`config.mk`:
```
export PLATFORM = sky130hd
export DESIGN_NAME = led_status_arbiter
export DESIGN_NICKNAME = d
export VERILOG_FILES = /design/src/rtl/led_status_arbiter.sv
export SDC_FILE = /design/constraint.sdc
export NUM_CORES = 1
export LEC_CHECK = 0
export BUFFER_PORTS_ARGS = -buffer_cell sky130_fd_sc_hd__buf_2
export CORE_MARGIN = 5
export CORE_UTILIZATION = 55
export CTS_BUF_LIST = sky130_fd_sc_hd__clkbuf_16
export CTS_CLUSTER_DIAMETER = 30
export DETAILED_ROUTE_END_ITERATION = 7
export PLACE_DENSITY = 0.8
export SYNTH_ARGS = -nofsm -noshare
export SYNTH_HDL_FRONTEND = slang
export SYNTH_SLANG_ARGS = --single-unit
```
`constraint.sdc`:
```
create_clock -name i_Sys_clk -period 3.7 [get_ports i_Sys_clk]
set_input_delay 0.555 -clock i_Sys_clk [delete_from_list [all_inputs] [get_ports i_Sys_clk]]
set_output_delay 0.555 -clock i_Sys_clk [all_outputs]
set_load 0.01 [all_outputs]
```
`src/rtl/led_status_arbiter.sv`:
```
// Fixed-priority arbiter sharing one LED bank between status requesters, with minimum hold and off-gap.
// Optional build macro LED_HEARTBEAT_EN: slow heartbeat on o_led[0] while idle.
module led_status_arbiter #(
  parameter int LED_NUM    = 8,
  parameter int REQ_NUM    = 4,
  parameter int STS_FREQ   = 125_000_000,
  parameter int TICK_DIV   = STS_FREQ / 8,
  parameter int HOLD_TICKS = 16
) (
  input  logic                       i_Sys_clk,
  input  logic                       i_Rst_n,
  input  logic [REQ_NUM-1:0]         i_req,
  input  logic [REQ_NUM*LED_NUM-1:0] i_pattern,
  input  logic [REQ_NUM-1:0]         i_blink,
  output logic [REQ_NUM-1:0]         o_grant,
  output logic                       o_busy,
  output logic [LED_NUM-1:0]         o_led
);

  localparam int CNT_W  = (TICK_DIV > 1) ? $clog2(TICK_DIV) : 1;
  localparam int HOLD_W = $clog2(HOLD_TICKS + 1);
  localparam int IDX_W  = (REQ_NUM > 1) ? $clog2(REQ_NUM) : 1;
  localparam logic [CNT_W-1:0]  CNT_MAX  = CNT_W'(TICK_DIV - 1);
  localparam logic [HOLD_W-1:0] HOLD_MAX = HOLD_W'(HOLD_TICKS);

  typedef enum logic [1:0] {ST_IDLE = 2'd0, ST_SHOW = 2'd1, ST_GAP = 2'd2} state_t;

  state_t              state_r, state_nxt_s;
  logic [CNT_W-1:0]    tick_cnt_r;
  logic                tick_s;
  logic [LED_NUM-1:0]  pat_r, pat_nxt_s, sel_pat_s, led_nxt_s;
  logic                blink_r, blink_nxt_s, sel_blink_s;
  logic                phase_r, phase_nxt_s, busy_nxt_s;
  logic [HOLD_W-1:0]   hold_cnt_r, hold_nxt_s;
  logic [REQ_NUM-1:0]  grant_nxt_s, win_oh_s;
  logic [IDX_W-1:0]    win_idx_s;
  logic                owner_req_s, hp_req_s, hold_done_s, enter_s;

  function automatic logic [IDX_W-1:0] lowest_idx(input logic [REQ_NUM-1:0] req);
    lowest_idx = {IDX_W{1'b0}};
    for (int k = REQ_NUM - 1; k >= 0; k--) begin
      if (req[k]) lowest_idx = IDX_W'(k);
      else        lowest_idx = lowest_idx;
    end
  endfunction

  assign tick_s      = (tick_cnt_r == CNT_MAX);
  assign win_idx_s   = lowest_idx(i_req);
  assign win_oh_s    = REQ_NUM'(1'b1) << win_idx_s;
  assign sel_pat_s   = i_pattern[win_idx_s*LED_NUM +: LED_NUM];
  assign sel_blink_s = i_blink[win_idx_s];
  // o_grant is one-hot in SHOW, so grant-1 masks exactly the higher-priority requesters
  assign owner_req_s = |(i_req & o_grant);
  assign hp_req_s    = |(i_req & (o_grant - REQ_NUM'(1'b1)));
  assign hold_done_s = (hold_cnt_r == HOLD_MAX);
  assign enter_s     = (state_r == ST_IDLE) && (state_nxt_s == ST_SHOW);

  // Free-running tick prescaler
  always_ff @(posedge i_Sys_clk or negedge i_Rst_n) begin
    if (!i_Rst_n)    tick_cnt_r <= {CNT_W{1'b0}};
    else if (tick_s) tick_cnt_r <= {CNT_W{1'b0}};
    else             tick_cnt_r <= tick_cnt_r + CNT_W'(1);
  end

  // State register
  always_ff @(posedge i_Sys_clk or negedge i_Rst_n) begin
    if (!i_Rst_n) state_r <= ST_IDLE;
    else          state_r <= state_nxt_s;
  end

  // Next-state logic
  always_comb begin
    state_nxt_s = state_r;
    case (state_r)
      ST_IDLE: begin
        if (|i_req) state_nxt_s = ST_SHOW;
        else        state_nxt_s = ST_IDLE;
      end
      ST_SHOW: begin
        if (hold_done_s && (!owner_req_s || hp_req_s)) state_nxt_s = ST_GAP;
        else                                           state_nxt_s = ST_SHOW;
      end
      ST_GAP: begin
        if (tick_s) state_nxt_s = ST_IDLE;
        else        state_nxt_s = ST_GAP;
      end
      default: state_nxt_s = ST_IDLE;
    endcase
  end

`ifdef LED_HEARTBEAT_EN
  logic [2:0] hb_cnt_r, hb_cnt_nxt_s;
  logic       hb_phase_r, hb_phase_nxt_s;

  // Heartbeat advances only while idling; cleared whenever a grant starts
  always_comb begin
    hb_cnt_nxt_s   = hb_cnt_r;
    hb_phase_nxt_s = hb_phase_r;
    if (enter_s) begin
      hb_cnt_nxt_s   = 3'd0;
      hb_phase_nxt_s = 1'b0;
    end else if ((state_r == ST_IDLE) && tick_s) begin
      hb_cnt_nxt_s   = hb_cnt_r + 3'd1;
      hb_phase_nxt_s = (hb_cnt_r == 3'd7) ? ~hb_phase_r : hb_phase_r;
    end else begin
      hb_cnt_nxt_s   = hb_cnt_r;
      hb_phase_nxt_s = hb_phase_r;
    end
  end

  // Heartbeat registers
  always_ff @(posedge i_Sys_clk or negedge i_Rst_n) begin
    if (!i_Rst_n) begin
      hb_cnt_r   <= 3'd0;
      hb_phase_r <= 1'b0;
    end else begin
      hb_cnt_r   <= hb_cnt_nxt_s;
      hb_phase_r <= hb_phase_nxt_s;
    end
  end
`endif

  // Output and grant-context next values, registered below so all outputs are flops
  always_comb begin
    pat_nxt_s   = pat_r;
    blink_nxt_s = blink_r;
    hold_nxt_s  = hold_cnt_r;
    phase_nxt_s = phase_r;
    grant_nxt_s = {REQ_NUM{1'b0}};
    led_nxt_s   = {LED_NUM{1'b0}};
    busy_nxt_s  = (state_nxt_s != ST_IDLE);
    if (enter_s) begin
      pat_nxt_s   = sel_pat_s;
      blink_nxt_s = sel_blink_s;
      hold_nxt_s  = {HOLD_W{1'b0}};
      phase_nxt_s = 1'b1;
      grant_nxt_s = win_oh_s;
      led_nxt_s   = sel_pat_s;
    end else if ((state_r == ST_SHOW) && (state_nxt_s == ST_SHOW)) begin
      if (tick_s) begin
        hold_nxt_s  = hold_done_s ? hold_cnt_r : hold_cnt_r + HOLD_W'(1);
        phase_nxt_s = blink_r ? ~phase_r : phase_r;
      end else begin
        hold_nxt_s  = hold_cnt_r;
        phase_nxt_s = phase_r;
      end
      grant_nxt_s = o_grant;
      led_nxt_s   = phase_nxt_s ? pat_r : {LED_NUM{1'b0}};
    end else begin
      hold_nxt_s  = {HOLD_W{1'b0}};
      phase_nxt_s = 1'b0;
`ifdef LED_HEARTBEAT_EN
      if (state_nxt_s == ST_IDLE) led_nxt_s = LED_NUM'(hb_phase_nxt_s);
      else                        led_nxt_s = {LED_NUM{1'b0}};
`else
      led_nxt_s   = {LED_NUM{1'b0}};
`endif
    end
  end

  // Grant context and output registers
  always_ff @(posedge i_Sys_clk or negedge i_Rst_n) begin
    if (!i_Rst_n) begin
      pat_r      <= {LED_NUM{1'b0}};
      blink_r    <= 1'b0;
      hold_cnt_r <= {HOLD_W{1'b0}};
      phase_r    <= 1'b0;
      o_grant    <= {REQ_NUM{1'b0}};
      o_busy     <= 1'b0;
      o_led      <= {LED_NUM{1'b0}};
    end else begin
      pat_r      <= pat_nxt_s;
      blink_r    <= blink_nxt_s;
      hold_cnt_r <= hold_nxt_s;
      phase_r    <= phase_nxt_s;
      o_grant    <= grant_nxt_s;
      o_busy     <= busy_nxt_s;
      o_led      <= led_nxt_s;
    end
  end

endmodule

```
==> impl_results.rst, run 1 <==
.. list-table::
   :header-rows: 1

   * - Metric
     - Value
   * - Total die area
     - approximately 6600 sq um
   * - Count of buffering cells on the critical path with inverters included
     - 0
   * - TritonCTS sink count
     - 54
   * - Remaining antenna violation count after routing
     - 0
   * - Req. time, crit path
     - about 3.9 ns
   * - Summed instance area of the synthesized netlist
     - roughly 2800 sq um
   * - Count of distinct cell types in the synthesized netlist
     - 52
   * - Combinational share of power
     - 0.117
   * - Maximum number of pins on one net before global-route repair
     - 30
   * - Hold-fix buffers, CTS
     - 0
   * - Global placer's final weighted congestion
     - 0.819
   * - Portion of synthesized cell area occupied by the leading cell type
     - 0.482
   * - Chip Width
     - 81.4 um
   * - Clk root buf
     - sky130_fd_sc_hd__clkbuf_16
   * - Number of synthesized flops with an enable pin
     - 0
   * - Internal power
     - 1100 uW
   * - Standby leakage power
     - 0.00154 uW
   * - Final hold violation count
     - 0
   * - Worst slew slack as a fraction of its limit
     - 0.379
   * - Total area of sequential cells
     - 1350 sq um
   * - Leading register cell type out of synthesis
     - sky130_fd_sc_hd__dfrtp_1
   * - Post-cts repair resize count
     - 0
   * - Effective utilization at floorplan
     - 0.556
   * - Arrival time of data at the critical path endpoint
     - 2.51 ns
   * - Kind of end point of the critical path
     - flop
   * - Placed cell areas
     - 3120 sq um
   * - Number of fill cells in the layout
     - 414
   * - Summed area of non-filler cells in the final layout
     - between 3000 and 4000 sq um
   * - Switching part of the total
     - 0.226
   * - Peak ir drop on the vdd network
     - around 0.37 mV
   * - Portion of total power attributed to sequential cells
     - 0.464
   * - Setup TNS after final layout
     - 0 ns
   * - Worst reg2reg startpoint
     - tick_cnt_r[6]$_DFF_PN0_
   * - Post-detailed-route via-to-cell ratio
     - 5.77
   * - Reg2Reg Setup Slack
     - 1.37 ns
   * - Crit start category
     - flop
   * - Tightest Pin Transition
     - 0.930 ns
   * - Post-Synthesis Mean Instance Area
     - about 10 sq um
   * - Switching Power
     - ~320 uW
   * - Largest fanout on the critical path
     - 15
   * - Number of antenna violations at the first check in global routing
     - 0
   * - Timing-limited maximum frequency
     - 0.430 GHz
   * - Min-delay worst type
     - input port to asynchronous set/reset pin
   * - Top Family by Delay on Critical Path
     - simple AND/OR/NAND/NOR gates
   * - Most area-hungry cell type in the Yosys netlist
     - sky130_fd_sc_hd__dfrtp_1
   * - Maximum single-stage delay on the critical path
     - roughly 0.57 ns
   * - Antenna Cells
     - 0
   * - Clock transition at path regs
     - about 0.07 ns
   * - Reg-to-Reg End
     - tick_cnt_r[22]$_DFF_PN0_
   * - Chip Height
     - slightly above 80 um
   * - Clock share of power
     - 0.419
   * - Worst-case clock buffer depth
     - 2
   * - Time the worst path needs with I/O delays and setup
     - 2.33 ns
   * - Post-DR wirelength/cell
     - roughly 16 um
   * - Syn Nets
     - around 320
   * - Number of synthesis warnings
     - 0
   * - Deepest level of the CTS H-tree
     - 2
   * - Total length of routed wires
     - between 6 and 7 mm
   * - Postcts setup bufs
     - 0
   * - Wire length of the first global-routing pass
     - between 10 and 15 mm
   * - Slowest CP cell
     - sky130_fd_sc_hd__or4b_4
   * - Power Density
     - 430 nW/um^2
   * - Max-slew violations
     - 0
   * - Run status
     - finished, final reports clean
   * - Row count
     - 26
   * - Number of max-cap violations
     - 0
   * - Leading post-synthesis cells by cell area
     - sky130_fd_sc_hd__dfrtp_1, sky130_fd_sc_hd__nor2_1, sky130_fd_sc_hd__nand2_1
   * - Unrepaired setup endpoints after global routing
     - false
   * - Number of buffers created by CTS
     - 5
   * - Top-Level Pins
     - 55
   * - Area occupied by multi-input gates
     - 1390 sq um
   * - Total number of nets in the final design
     - 375
   * - Worst Hold Slack
     - roughly 0.28 ns
   * - Final HPWL from detailed placement
     - 4.51 mm
   * - CP Cell Sequence
     - or4b_4 -> nor4_4 -> and2_1 -> o21ai_0 -> a22o_1
   * - Critical path class
     - flop to flop
   * - Max Clock Skew
     - 0.00550 ns
   * - Area growth from synthesis to final layout
     - 18.4%
   * - Async set or reset register ratio after synthesis
     - 1.00
   * - Endpoints failing setup
     - 0
   * - Residual overflow from global routing
     - 0
   * - Number of cells traversed by the worst register-to-register path
     - 5
   * - TritonCTS clock tree
     - built
   * - Fraction of layout instances using a drive strength above 1
     - 0.212
   * - DRC Markers
     - 0
   * - Vias in the first global route
     - 2,342
   * - Insertion delay to the later sink of the worst-skew pair
     - slightly below 0.3 ns
   * - Final period utilization
     - 0.629
   * - Sequential fraction of the synthesis area
     - 0.482
   * - Drt first-iter violations
     - approximately 130
   * - Design Power
     - 1430 uW
   * - Final core utilization
     - 0.658
   * - Detailed-route via count
     - 2,309
   * - 1st-pass router iterations
     - 5
   * - Area inside the core boundary
     - 5040 sq um
   * - Instance count of the mapped netlist
     - 278
   * - Quantity of I/O buffers inserted on ports
     - 54
   * - Flops & latches, synth
     - 54
   * - Global-route usage over all layers
     - 0.211
worst max-delay path by stage:
stage / start / endpoint / cells past startpoint
5_1_grt: tick_cnt_r[6]$_DFF_PN0_ / tick_cnt_r[22]$_DFF_PN0_ / 5
6_report: tick_cnt_r[6]$_DFF_PN0_ / tick_cnt_r[22]$_DFF_PN0_ / 5
3_5_place_dp: tick_cnt_r[4]$_DFF_PN0_ / tick_cnt_r[22]$_DFF_PN0_ / 5
2_1_floorplan: tick_cnt_r[6]$_DFF_PN0_ / o_led[7]$_DFF_PN0_ / 5
3_3_place_gp: tick_cnt_r[6]$_DFF_PN0_ / tick_cnt_r[22]$_DFF_PN0_ / 5
4_1_cts: tick_cnt_r[6]$_DFF_PN0_ / tick_cnt_r[22]$_DFF_PN0_ / 5
registers in the layout, summed over array words and instances (netlist names):
name and cells:
blink_r 1, hold_cnt_r 5, tick_cnt_r 24, o_busy 1
o_led 8, pat_r 8, state_r 2, o_grant 4
phase_r 1
synth_stat cells (2+ instances only):
| library cell | count |
|---|---|
| sky130_fd_sc_hd__a21o_1 | 10 |
| sky130_fd_sc_hd__a21oi_1 | 12 |
| sky130_fd_sc_hd__a221oi_1 | 9 |
| sky130_fd_sc_hd__a22o_1 | 2 |
| sky130_fd_sc_hd__a31o_1 | 8 |
| sky130_fd_sc_hd__and2_1 | 3 |
| sky130_fd_sc_hd__and3_1 | 4 |
| sky130_fd_sc_hd__and4_1 | 3 |
| sky130_fd_sc_hd__clkbuf_1 | 10 |
| sky130_fd_sc_hd__dfrtp_1 | 54 |
| sky130_fd_sc_hd__ha_1 | 4 |
| sky130_fd_sc_hd__inv_1 | 6 |
| sky130_fd_sc_hd__mux2i_1 | 3 |
| sky130_fd_sc_hd__nand2_1 | 25 |
| sky130_fd_sc_hd__nand2b_1 | 4 |
| sky130_fd_sc_hd__nand3_1 | 13 |
| sky130_fd_sc_hd__nand3b_1 | 11 |
| sky130_fd_sc_hd__nand4_1 | 5 |
| sky130_fd_sc_hd__nor2_1 | 28 |
| sky130_fd_sc_hd__nor2b_1 | 3 |
| sky130_fd_sc_hd__nor3_1 | 4 |
| sky130_fd_sc_hd__nor4_1 | 2 |
| sky130_fd_sc_hd__nor4bb_1 | 2 |
| sky130_fd_sc_hd__o21ai_0 | 5 |
| sky130_fd_sc_hd__o21ai_1 | 6 |
| sky130_fd_sc_hd__xnor2_1 | 9 |
| sky130_fd_sc_hd__xor2_1 | 8 |
cells in the final DEF, fill, tap and decap left out, types with 2 or more instances in the layout:
cell	count
sky130_fd_sc_hd__clkbuf_16	5
sky130_fd_sc_hd__mux2i_1	3
sky130_fd_sc_hd__xnor2_1	9
sky130_fd_sc_hd__o21ai_0	5
sky130_fd_sc_hd__dfrtp_1	54
sky130_fd_sc_hd__nand2_1	25
sky130_fd_sc_hd__nor4_1	2
sky130_fd_sc_hd__bufinv_16	2
sky130_fd_sc_hd__nand3_1	13
sky130_fd_sc_hd__a31o_1	8
sky130_fd_sc_hd__o21ai_1	6
sky130_fd_sc_hd__and3_1	4
sky130_fd_sc_hd__a21o_1	10
sky130_fd_sc_hd__xor2_1	8
sky130_fd_sc_hd__buf_2	54
sky130_fd_sc_hd__nor4bb_1	2
sky130_fd_sc_hd__a221oi_1	9
sky130_fd_sc_hd__a22o_1	2
sky130_fd_sc_hd__and2_1	3
sky130_fd_sc_hd__and4_1	3
sky130_fd_sc_hd__nor2b_1	3
sky130_fd_sc_hd__ha_1	4
sky130_fd_sc_hd__inv_1	6
sky130_fd_sc_hd__a21oi_1	12
sky130_fd_sc_hd__nor2_1	28
sky130_fd_sc_hd__nand2b_1	4
sky130_fd_sc_hd__nor3_1	4
sky130_fd_sc_hd__nand4_1	5
sky130_fd_sc_hd__nand3b_1	11
power by group through the flow:
| stage | registers, uW | logic [uW] | clock network, uW |
|---|---|---|---|
| global route | 668 | 187 | 632 |
| detailed placement | 672 | 169 | 0 |
| floorplan | 679 | 82.5 | 0 |
| finish | 663 | 167 | 598 |
| global placement | 673 | 163 | 0 |
| CTS | 662 | 169 | 606 |
cell families (layout without fill, tap and decap cells):
| group | count (synthesis) | in the layout | synth area share |
|---|---|---|---|
| AO/OA/AOI/OAI | 63 | 63 | 0.160 |
| XOR/XNOR | 18 | 18 | 0.0630 |
| adder cells (fa/ha/maj) | 4 | 4 | 0.0179 |
| buffers and inverters | 17 | 69 | 0.0232 |
| flip-flops | 54 | 54 | 0.482 |
| multiplexers | 4 | 4 | 0.0147 |
| AND/OR/NAND/NOR | 118 | 118 | 0.239 |
metrics by stage:
step	cells	worst slack, ns
CTS	400	1.36
detailed placement	392	1.38
global route	400	1.21
finish	400	1.37
global placement	392	1.41
floorplan	278	1.74
metal layers:
metal  part of all wire  up-vias  track usage
met4              0.014        0       0.0811
met2               0.50       55        0.347
met5                  0        -            0
met3              0.045        9       0.0477
li1                   -     1120            -
met1               0.44     1125        0.268
layout make-up:
| cell class | count | area share |
|---|---|---|
| clock inverter | 3 | 0.0207 |
| timing repair buffer | 55 | 0.0837 |
| sequential | 54 | 0.407 |
| tap | 70 | 0.0264 |
| clock buffer | 5 | 0.0377 |
| multi-input combinational | 207 | 0.417 |
| inverter | 6 | 0.00679 |
Note: power is estimated with default switching activity, not from simulation.
==> run 2: changes to the inputs <==
--- a/config.mk
+++ b/config.mk
@@ -7,11 +7,11 @@
 export LEC_CHECK = 0
 export BUFFER_PORTS_ARGS = -buffer_cell sky130_fd_sc_hd__buf_2
 export CORE_MARGIN = 5
-export CORE_UTILIZATION = 55
+export CORE_UTILIZATION = 50
 export CTS_BUF_LIST = sky130_fd_sc_hd__clkbuf_16
 export CTS_CLUSTER_DIAMETER = 30
 export DETAILED_ROUTE_END_ITERATION = 7
-export PLACE_DENSITY = 0.8
+export PLACE_DENSITY = 0.76
 export SYNTH_ARGS = -nofsm -noshare
 export SYNTH_HDL_FRONTEND = slang
 export SYNTH_SLANG_ARGS = --single-unit
==> constraint.sdc (replaced) <==
create_clock -name i_Sys_clk -period 2 [get_ports i_Sys_clk]
set_input_delay 0.3 -clock i_Sys_clk [delete_from_list [all_inputs] [get_ports i_Sys_clk]]
set_output_delay 0.3 -clock i_Sys_clk [all_outputs]
set_load 0.01 [all_outputs]
==> impl_results.rst, run 2 (synthesized netlist as in run 1, its figures left out) <==
.. list-table::
   :header-rows: 1

   * - Metric
     - Value
   * - Tightest Pin Transition
     - 0.660 ns (was 0.930 ns)
   * - Req. time, crit path
     - 2.18 ns (was 3.88 ns)
   * - Number of buffers created by CTS
     - 5 (unchanged)
   * - Clk root buf
     - sky130_fd_sc_hd__clkbuf_16 (unchanged)
   * - Fraction of layout instances using a drive strength above 1
     - 0.289 (was 0.212)
   * - Post-DR wirelength/cell
     - 15.1 um (was 15.6 um)
   * - Largest fanout on the critical path
     - 5 (was 15)
   * - Worst setup slack after placement
     - -0.0693 ns (was 1.38 ns)
   * - Insertion delay to the later sink of the worst-skew pair
     - 0.29 ns (about the same)
   * - Critical path class
     - flop to flop (unchanged)
   * - Crit start category
     - flop (unchanged)
   * - Area inside the core boundary
     - 5470 sq um (was 5040 sq um)
   * - Most frequent cells in the layout
     - sky130_fd_sc_hd__dfrtp_1, sky130_fd_sc_hd__buf_2, sky130_fd_sc_hd__nor2_1 (unchanged)
   * - Final period utilization
     - 1.02 (was 0.629)
   * - Reg2Reg Setup Slack
     - -0.03 ns (was 1.37 ns)
   * - Quantity of I/O buffers inserted on ports
     - 54 (unchanged)
   * - Chip Height
     - 84.9 um (was 81.4 um)
   * - Final HPWL from detailed placement
     - 4.83 mm (was 4.51 mm)
   * - Total number of nets in the final design
     - 402 (was 375)
   * - Maximum single-stage delay on the critical path
     - 0.55 ns (was 0.57 ns)
   * - Peak ir drop on the vdd network
     - 0.420 mV (was 0.365 mV)
   * - Top-Level Pins
     - 55 (unchanged)
   * - Unrepaired setup endpoints after global routing
     - true (was false)
   * - Register name with the most flops
     - tick_cnt_r (unchanged)
   * - Number of cells traversed by the worst register-to-register path
     - 5 (unchanged)
   * - Final hold violation count
     - 0 (unchanged)
   * - Hold-fix buffers, CTS
     - 0 (unchanged)
   * - Number of fill cells in the layout
     - 457 (was 414)
   * - Area growth from synthesis to final layout
     - 26.4% (was 18.4%)
   * - Row count
     - 27 (was 26)
   * - Arrival time of data at the critical path endpoint
     - 2.21 ns (was 2.51 ns)
   * - Reg-to-Reg End
     - o_led[4]$_DFF_PN0_ (was tick_cnt_r[22]$_DFF_PN0_)
   * - Wire length of the first global-routing pass
     - 11.5 mm (was 10.7 mm)
   * - Violations in the final reports
     - setup timing
   * - Post-detailed-route via-to-cell ratio
     - 5.61 (was 5.77)
   * - Maximum number of pins on one net before global-route repair
     - 55 (was 30)
   * - CP Cell Sequence
     - or4b_4 -> nor4_4 -> nand3_4 -> xnor2_4 -> a31o_1 (was or4b_4 -> nor4_4 -> and2_1 -> o21ai_0 -> a22o_1)
   * - Total area of sequential cells
     - 1350 sq um (unchanged)
   * - Max-slew violations
     - 0 (unchanged)
   * - Count of buffering cells on the critical path with inverters included
     - 0 (unchanged)
   * - DRC Markers
     - 0 (unchanged)
   * - Number of cells after detailed placement
     - 419 (was 392)
   * - 1st-pass router iterations
     - 4 (was 5)
   * - Antenna Cells
     - 0 (unchanged)
   * - Effective utilization at floorplan
     - 0.512 (was 0.556)
   * - Remaining antenna violation count after routing
     - 0 (unchanged)
   * - Number of max-cap violations
     - 0 (unchanged)
   * - Worst slew slack as a fraction of its limit
     - 0.560 (was 0.379)
   * - Drt first-iter violations
     - 98 (was 126)
   * - Final core utilization
     - 0.647 (was 0.658)
   * - Setup TNS after final layout
     - -0.137 ns (was 0 ns)
   * - Top Family by Delay on Critical Path
     - simple AND/OR/NAND/NOR gates (unchanged)
   * - Chip Width
     - 84.9 um (was 81.4 um)
   * - Power Density
     - 687 nW/um^2 (was 430 nW/um^2)
   * - Run status
     - complete, but fails checks (was finished, final reports clean)
   * - Count of placed standard cells in the final layout, fillers left out
     - 429 (was 400)
   * - Time the worst path needs with I/O delays and setup
     - 2.03 ns (was 2.33 ns)
   * - Total die area
     - 7200 sq um (was 6620 sq um)
   * - Worst Setup Slack, final
     - -0.0316 ns (was 1.37 ns)
   * - TritonCTS sink count
     - 54 (unchanged)
   * - Area occupied by multi-input gates
     - 1450 sq um (was 1390 sq um)
   * - Kind of end point of the critical path
     - flop (unchanged)
   * - Crit path capture
     - o_led[4]$_DFF_PN0_ (was tick_cnt_r[22]$_DFF_PN0_)
   * - Residual overflow from global routing
     - 0 (unchanged)
   * - Total length of routed wires
     - 6.48 mm (was 6.22 mm)
   * - Global placer's final weighted congestion
     - 0.863 (was 0.819)
   * - Clock transition at path regs
     - 0.07 ns (about the same)
   * - Registers with the most flip-flops
     - tick_cnt_r: 24 flops, o_led: 8 flops, pat_r: 8 flops (unchanged)
   * - Global-route usage over all layers
     - 0.197 (was 0.211)
   * - Deepest level of the CTS H-tree
     - 2 (unchanged)
   * - Critical Path Source
     - tick_cnt_r[6]$_DFF_PN0_ (unchanged)
   * - Standby leakage power
     - 0.00166 uW (was 0.00154 uW)
   * - Min-delay worst type
     - input port to asynchronous set/reset pin (unchanged)
   * - Number of antenna violations at the first check in global routing
     - 0 (unchanged)
   * - Endpoints failing setup
     - 8 (was 0)
   * - Largest register FFs
     - 24 (unchanged)
   * - Timing-limited maximum frequency
     - 0.492 GHz (was 0.430 GHz)
   * - Detailed-route via count
     - 2,406 (was 2,309)
   * - Logic depth of the worst setup path including buffers
     - 5 (unchanged)
   * - Max Clock Skew
     - 0.00651 ns (was 0.00550 ns)
   * - Vias in the first global route
     - 2,609 (was 2,342)
   * - Slowest CP cell
     - sky130_fd_sc_hd__or4b_4 (unchanged)
   * - TritonCTS clock tree
     - built (unchanged)
   * - Worst reg2reg startpoint
     - tick_cnt_r[6]$_DFF_PN0_ (unchanged)
   * - Design Power
     - 2430 uW (was 1430 uW)
   * - Worst-case clock buffer depth
     - 2 (unchanged)
run 2: area by class of cell:
| class | instances | area share |
|---|---|---|
| Clock buffer | 5 | 0.0353 |
| Inverter | 6 | 0.00636 |
| Multi-Input combinational cell | 208 | 0.410 |
| Tap cell | 72 | 0.0255 |
| Sequential cell | 54 | 0.382 |
| Timing Repair Buffer | 81 | 0.134 |
| Clock inverter | 3 | 0.00742 |
run 2: per-stage QoR:
stage,cell area (sq um),hold WS [ns]
2_1_floorplan,2800,0.00441
3_3_place_gp,3310,0.460
3_5_place_dp,3310,0.466
4_1_cts,3510,0.152
5_1_grt,3540,0.188
6_report,3540,0.119
run 2: power by group:
| part | leakage (uW) | internal (uW) | switching [uW] |
|---|---|---|---|
| logic | 0.000884 | 162 | 160 |
| registers | 0.000705 | 1170 | 59.2 |
| clock network | 0.0000740 | 471 | 404 |
| total | 0.00166 | 1810 | 624 |
run 2: repair_timing:
| item | in CTS | in global routing |
|---|---|---|
| gates cloned | 1 | 0 |
| buffers inserted | 1 | 0 |
| setup endpoints to repair | 18 | 17 |
| pin swaps | 14 | 4 |
| resized for setup | 5 | 6 |
| hold endpoints to repair | 0 | 0 |
run 2: worst min-delay path by stage:
stage | from | to | slack, ns
after floorplan | i_Rst_n | blink_r$_DFFE_PN0P_ | 0.004
after global placement | i_Rst_n | tick_cnt_r[22]$_DFF_PN0_ | 0.46
after detailed placement | i_Rst_n | tick_cnt_r[22]$_DFF_PN0_ | 0.47
after CTS | i_Rst_n | tick_cnt_r[15]$_DFF_PN0_ | 0.15
after global routing | i_Rst_n | tick_cnt_r[21]$_DFF_PN0_ | 0.19
final | i_Rst_n | tick_cnt_r[18]$_DFF_PN0_ | 0.12
run 2: per-layer routing:
layer  track usage  vias up  wire length [um]
li1              -     1170                 -
met1         0.246     1151              2800
met2         0.340       73              3200
met3        0.0408       12               341
met4        0.0719        0               138
met5             0        -                 0
==> run 3: changes to the inputs <==
--- a/config.mk
+++ b/config.mk
@@ -6,6 +6,7 @@
 export NUM_CORES = 1
 export LEC_CHECK = 0
 export BUFFER_PORTS_ARGS = -buffer_cell sky130_fd_sc_hd__buf_2
+export CORE_ASPECT_RATIO = 0.8
 export CORE_MARGIN = 5
 export CORE_UTILIZATION = 50
 export CTS_BUF_LIST = sky130_fd_sc_hd__clkbuf_16
==> impl_results.rst, run 3 (synthesized netlist as in run 1, its figures left out) <==
.. list-table::
   :header-rows: 1

   * - Metric
     - Value
   * - Effective utilization at floorplan
     - 0.515 (was 0.512)
   * - Run status
     - finished, final reports clean (was complete, but fails checks)
   * - Setup TNS after final layout
     - 0 ns (was -0.137 ns)
   * - Worst Hold Slack
     - 0.319 ns (was 0.119 ns)
   * - Remaining antenna violation count after routing
     - 0 (unchanged)
   * - Drt first-iter violations
     - 177 (was 98)
   * - Chip Width
     - 93.7 um (was 84.9 um)
   * - Total number of nets in the final design
     - 407 (was 402)
   * - Tightest Pin Transition
     - 0.597 ns (was 0.660 ns)
   * - Critical path class
     - flop to flop (unchanged)
   * - Deepest level of the CTS H-tree
     - 2 (unchanged)
   * - Maximum single-stage delay on the critical path
     - 0.55 ns (about the same)
   * - TritonCTS sink count
     - 54 (unchanged)
   * - Top Family by Delay on Critical Path
     - simple AND/OR/NAND/NOR gates (unchanged)
   * - Maximum number of pins on one net before global-route repair
     - 33 (was 55)
   * - Total length of routed wires
     - 6.81 mm (was 6.48 mm)
   * - Worst-case clock buffer depth
     - 2 (unchanged)
   * - Number of antenna violations at the first check in global routing
     - 0 (unchanged)
   * - Final hold violation count
     - 0 (unchanged)
   * - 1st-pass router iterations
     - 5 (was 4)
   * - Largest register FFs
     - 24 (unchanged)
   * - Worst setup slack after placement
     - -0.0651 ns (was -0.0693 ns)
   * - Worst hold path startpoint
     - i_blink[3]
   * - Crit start category
     - flop (unchanged)
   * - Max Clock Skew
     - 0.0108 ns (was 0.00651 ns)
   * - Critical Path Source
     - tick_cnt_r[4]$_DFF_PN0_ (was tick_cnt_r[6]$_DFF_PN0_)
   * - Number of buffers created by CTS
     - 5 (unchanged)
   * - Top-Level Pins
     - 55 (unchanged)
   * - Standby leakage power
     - 0.00170 uW (was 0.00166 uW)
   * - Vias in the first global route
     - 2,411 (was 2,609)
   * - Register name with the most flops
     - tick_cnt_r (unchanged)
   * - Peak ir drop on the vdd network
     - 0.522 mV (was 0.420 mV)
   * - Final period utilization
     - 1.00 (was 1.02)
   * - DRC Markers
     - 0 (unchanged)
   * - Wire length of the first global-routing pass
     - 11.5 mm (about the same)
   * - Timing-limited maximum frequency
     - 0.500 GHz (was 0.492 GHz)
   * - Residual overflow from global routing
     - 0 (unchanged)
   * - Final core utilization
     - 0.660 (was 0.647)
   * - Clock transition at path regs
     - 0.07 ns (about the same)
   * - CP Cell Sequence
     - or4b_4 -> nor4_4 -> nand3_2 -> xnor2_4 -> a31o_1 (was or4b_4 -> nor4_4 -> nand3_4 -> xnor2_4 -> a31o_1)
   * - Hold path cells
     - 3
   * - Total area of sequential cells
     - 1350 sq um (unchanged)
   * - Row count
     - 24 (was 27)
   * - Slowest CP cell
     - sky130_fd_sc_hd__or4b_4 (unchanged)
   * - Insertion delay to the later sink of the worst-skew pair
     - 0.30 ns (was 0.29 ns)
   * - Global placer's final weighted congestion
     - 0.881 (was 0.863)
   * - Post-DR wirelength/cell
     - 15.5 um (was 15.1 um)
   * - Fraction of layout instances using a drive strength above 1
     - 0.296 (was 0.289)
   * - Clk root buf
     - sky130_fd_sc_hd__clkbuf_16 (unchanged)
   * - Number of cells traversed by the worst register-to-register path
     - 5 (unchanged)
   * - Area inside the core boundary
     - 5440 sq um (was 5470 sq um)
   * - Worst hold path endpoint
     - blink_r$_DFFE_PN0P_
   * - TritonCTS clock tree
     - built (unchanged)
   * - Arrival time of data at the critical path endpoint
     - 2.18 ns (was 2.21 ns)
   * - Worst slew slack as a fraction of its limit
     - 0.600 (was 0.560)
   * - Registers with the most flip-flops
     - tick_cnt_r: 24 flops, o_led: 8 flops, pat_r: 8 flops (unchanged)
   * - Power Density
     - 702 nW/um^2 (was 687 nW/um^2)
   * - Area occupied by multi-input gates
     - 1410 sq um (was 1450 sq um)
   * - Global-route usage over all layers
     - 0.201 (was 0.197)
   * - Number of max-cap violations
     - 0 (unchanged)
   * - Unrepaired setup endpoints after global routing
     - true (unchanged)
   * - Endpoints failing setup
     - 0 (was 8)
   * - Reg-to-Reg End
     - o_led[0]$_DFF_PN0_ (was o_led[4]$_DFF_PN0_)
   * - Post-detailed-route via-to-cell ratio
     - 5.60 (was 5.61)
   * - Chip Height
     - 77.0 um (was 84.9 um)
   * - Quantity of I/O buffers inserted on ports
     - 54 (unchanged)
   * - Final HPWL from detailed placement
     - 5.06 mm (was 4.83 mm)
   * - Count of buffering cells on the critical path with inverters included
     - 0 (unchanged)
   * - Worst reg2reg startpoint
     - tick_cnt_r[4]$_DFF_PN0_ (was tick_cnt_r[6]$_DFF_PN0_)
   * - Number of fill cells in the layout
     - 456 (was 457)
   * - Max-slew violations
     - 0 (unchanged)
   * - Time the worst path needs with I/O delays and setup
     - 2.00 ns (was 2.03 ns)
   * - Req. time, crit path
     - 2.18 ns (about the same)
   * - Min-delay worst type
     - input port to flop (was input port to asynchronous set/reset pin)
   * - Area growth from synthesis to final layout
     - 28.1% (was 26.4%)
   * - Total die area
     - 7210 sq um (was 7200 sq um)
   * - Largest fanout on the critical path
     - 9 (was 5)
   * - Reg2Reg Setup Slack
     - 0.0006 ns (was -0.03 ns)
   * - Kind of end point of the critical path
     - flop (unchanged)
   * - Most frequent cells in the layout
     - sky130_fd_sc_hd__dfrtp_1, sky130_fd_sc_hd__buf_2, sky130_fd_sc_hd__buf_4 (was sky130_fd_sc_hd__dfrtp_1, sky130_fd_sc_hd__buf_2, sky130_fd_sc_hd__nor2_1)
   * - Antenna Cells
     - 0 (unchanged)
   * - Worst Setup Slack, final
     - 0.000596 ns (was -0.0316 ns)
   * - Detailed-route via count
     - 2,462 (was 2,406)
run 3: cell types whose count changed in the layout (fill, tap and decap cells not counted), sizes merged:
cell	before	now
bufinv	0	1
dlygate4sd3	0	1
buf	81	86
clkinv	3	2
xnor2	11	10
run 3: worst max path at each step:
stage / end / depth (start not counted)
2_1_floorplan: o_led[7]$_DFF_PN0_ / 5
3_3_place_gp: tick_cnt_r[16]$_DFF_PN0_ / 5
3_5_place_dp: tick_cnt_r[16]$_DFF_PN0_ / 5
4_1_cts: o_led[2]$_DFF_PN0_ / 5
5_1_grt: o_led[4]$_DFF_PN0_ / 5
6_report: o_led[0]$_DFF_PN0_ / 5
run 3: worst register-to-register path, stage by stage (launching register included):
cell	delay, ns
sky130_fd_sc_hd__dfrtp_1	0.39
sky130_fd_sc_hd__or4b_4	0.55
sky130_fd_sc_hd__nor4_4	0.34
sky130_fd_sc_hd__nand3_2	0.16
sky130_fd_sc_hd__xnor2_4	0.20
sky130_fd_sc_hd__a31o_1	0.25
run 3: cell type report:
| type | count | share of cell area |
|---|---|---|
| Clock buffer | 5 | 0.0349 |
| Inverter | 6 | 0.00627 |
| Sequential cell | 54 | 0.376 |
| Multi-Input combinational cell | 207 | 0.392 |
| Clock inverter | 3 | 0.0112 |
| Timing Repair Buffer | 87 | 0.152 |
| Tap cell | 78 | 0.0272 |
run 3: repair_timing:
action,CTS,global route
endpoints found under the setup margin,12,23
buffers inserted,1,2
gates resized for setup,2,4
endpoints found under the hold margin,20,0
pin swaps,2,2
hold buffers,1,0
run 3: through the flow:
stage	total power, uW	area [sq um]	instances
2_1_floorplan	1410	2800	278
3_3_place_gp	1550	3370	428
3_5_place_dp	1570	3370	428
4_1_cts	2540	3560	438
5_1_grt	2640	3590	440
6_report	2520	3590	440
run 3: layer usage:
layer | GRT usage | share of wire | wire [um]
met1 | 0.279 | 0.45 | 3060
met2 | 0.313 | 0.48 | 3290
met3 | 0.0489 | 0.051 | 350
met4 | 0.0577 | 0.017 | 119
met5 | 0 | 0 | 0
run 3: report_power, final:
group / switching (uW) / internal (uW)
registers: 49.7 / 1170
logic: 163 / 158
clock network: 387 / 586
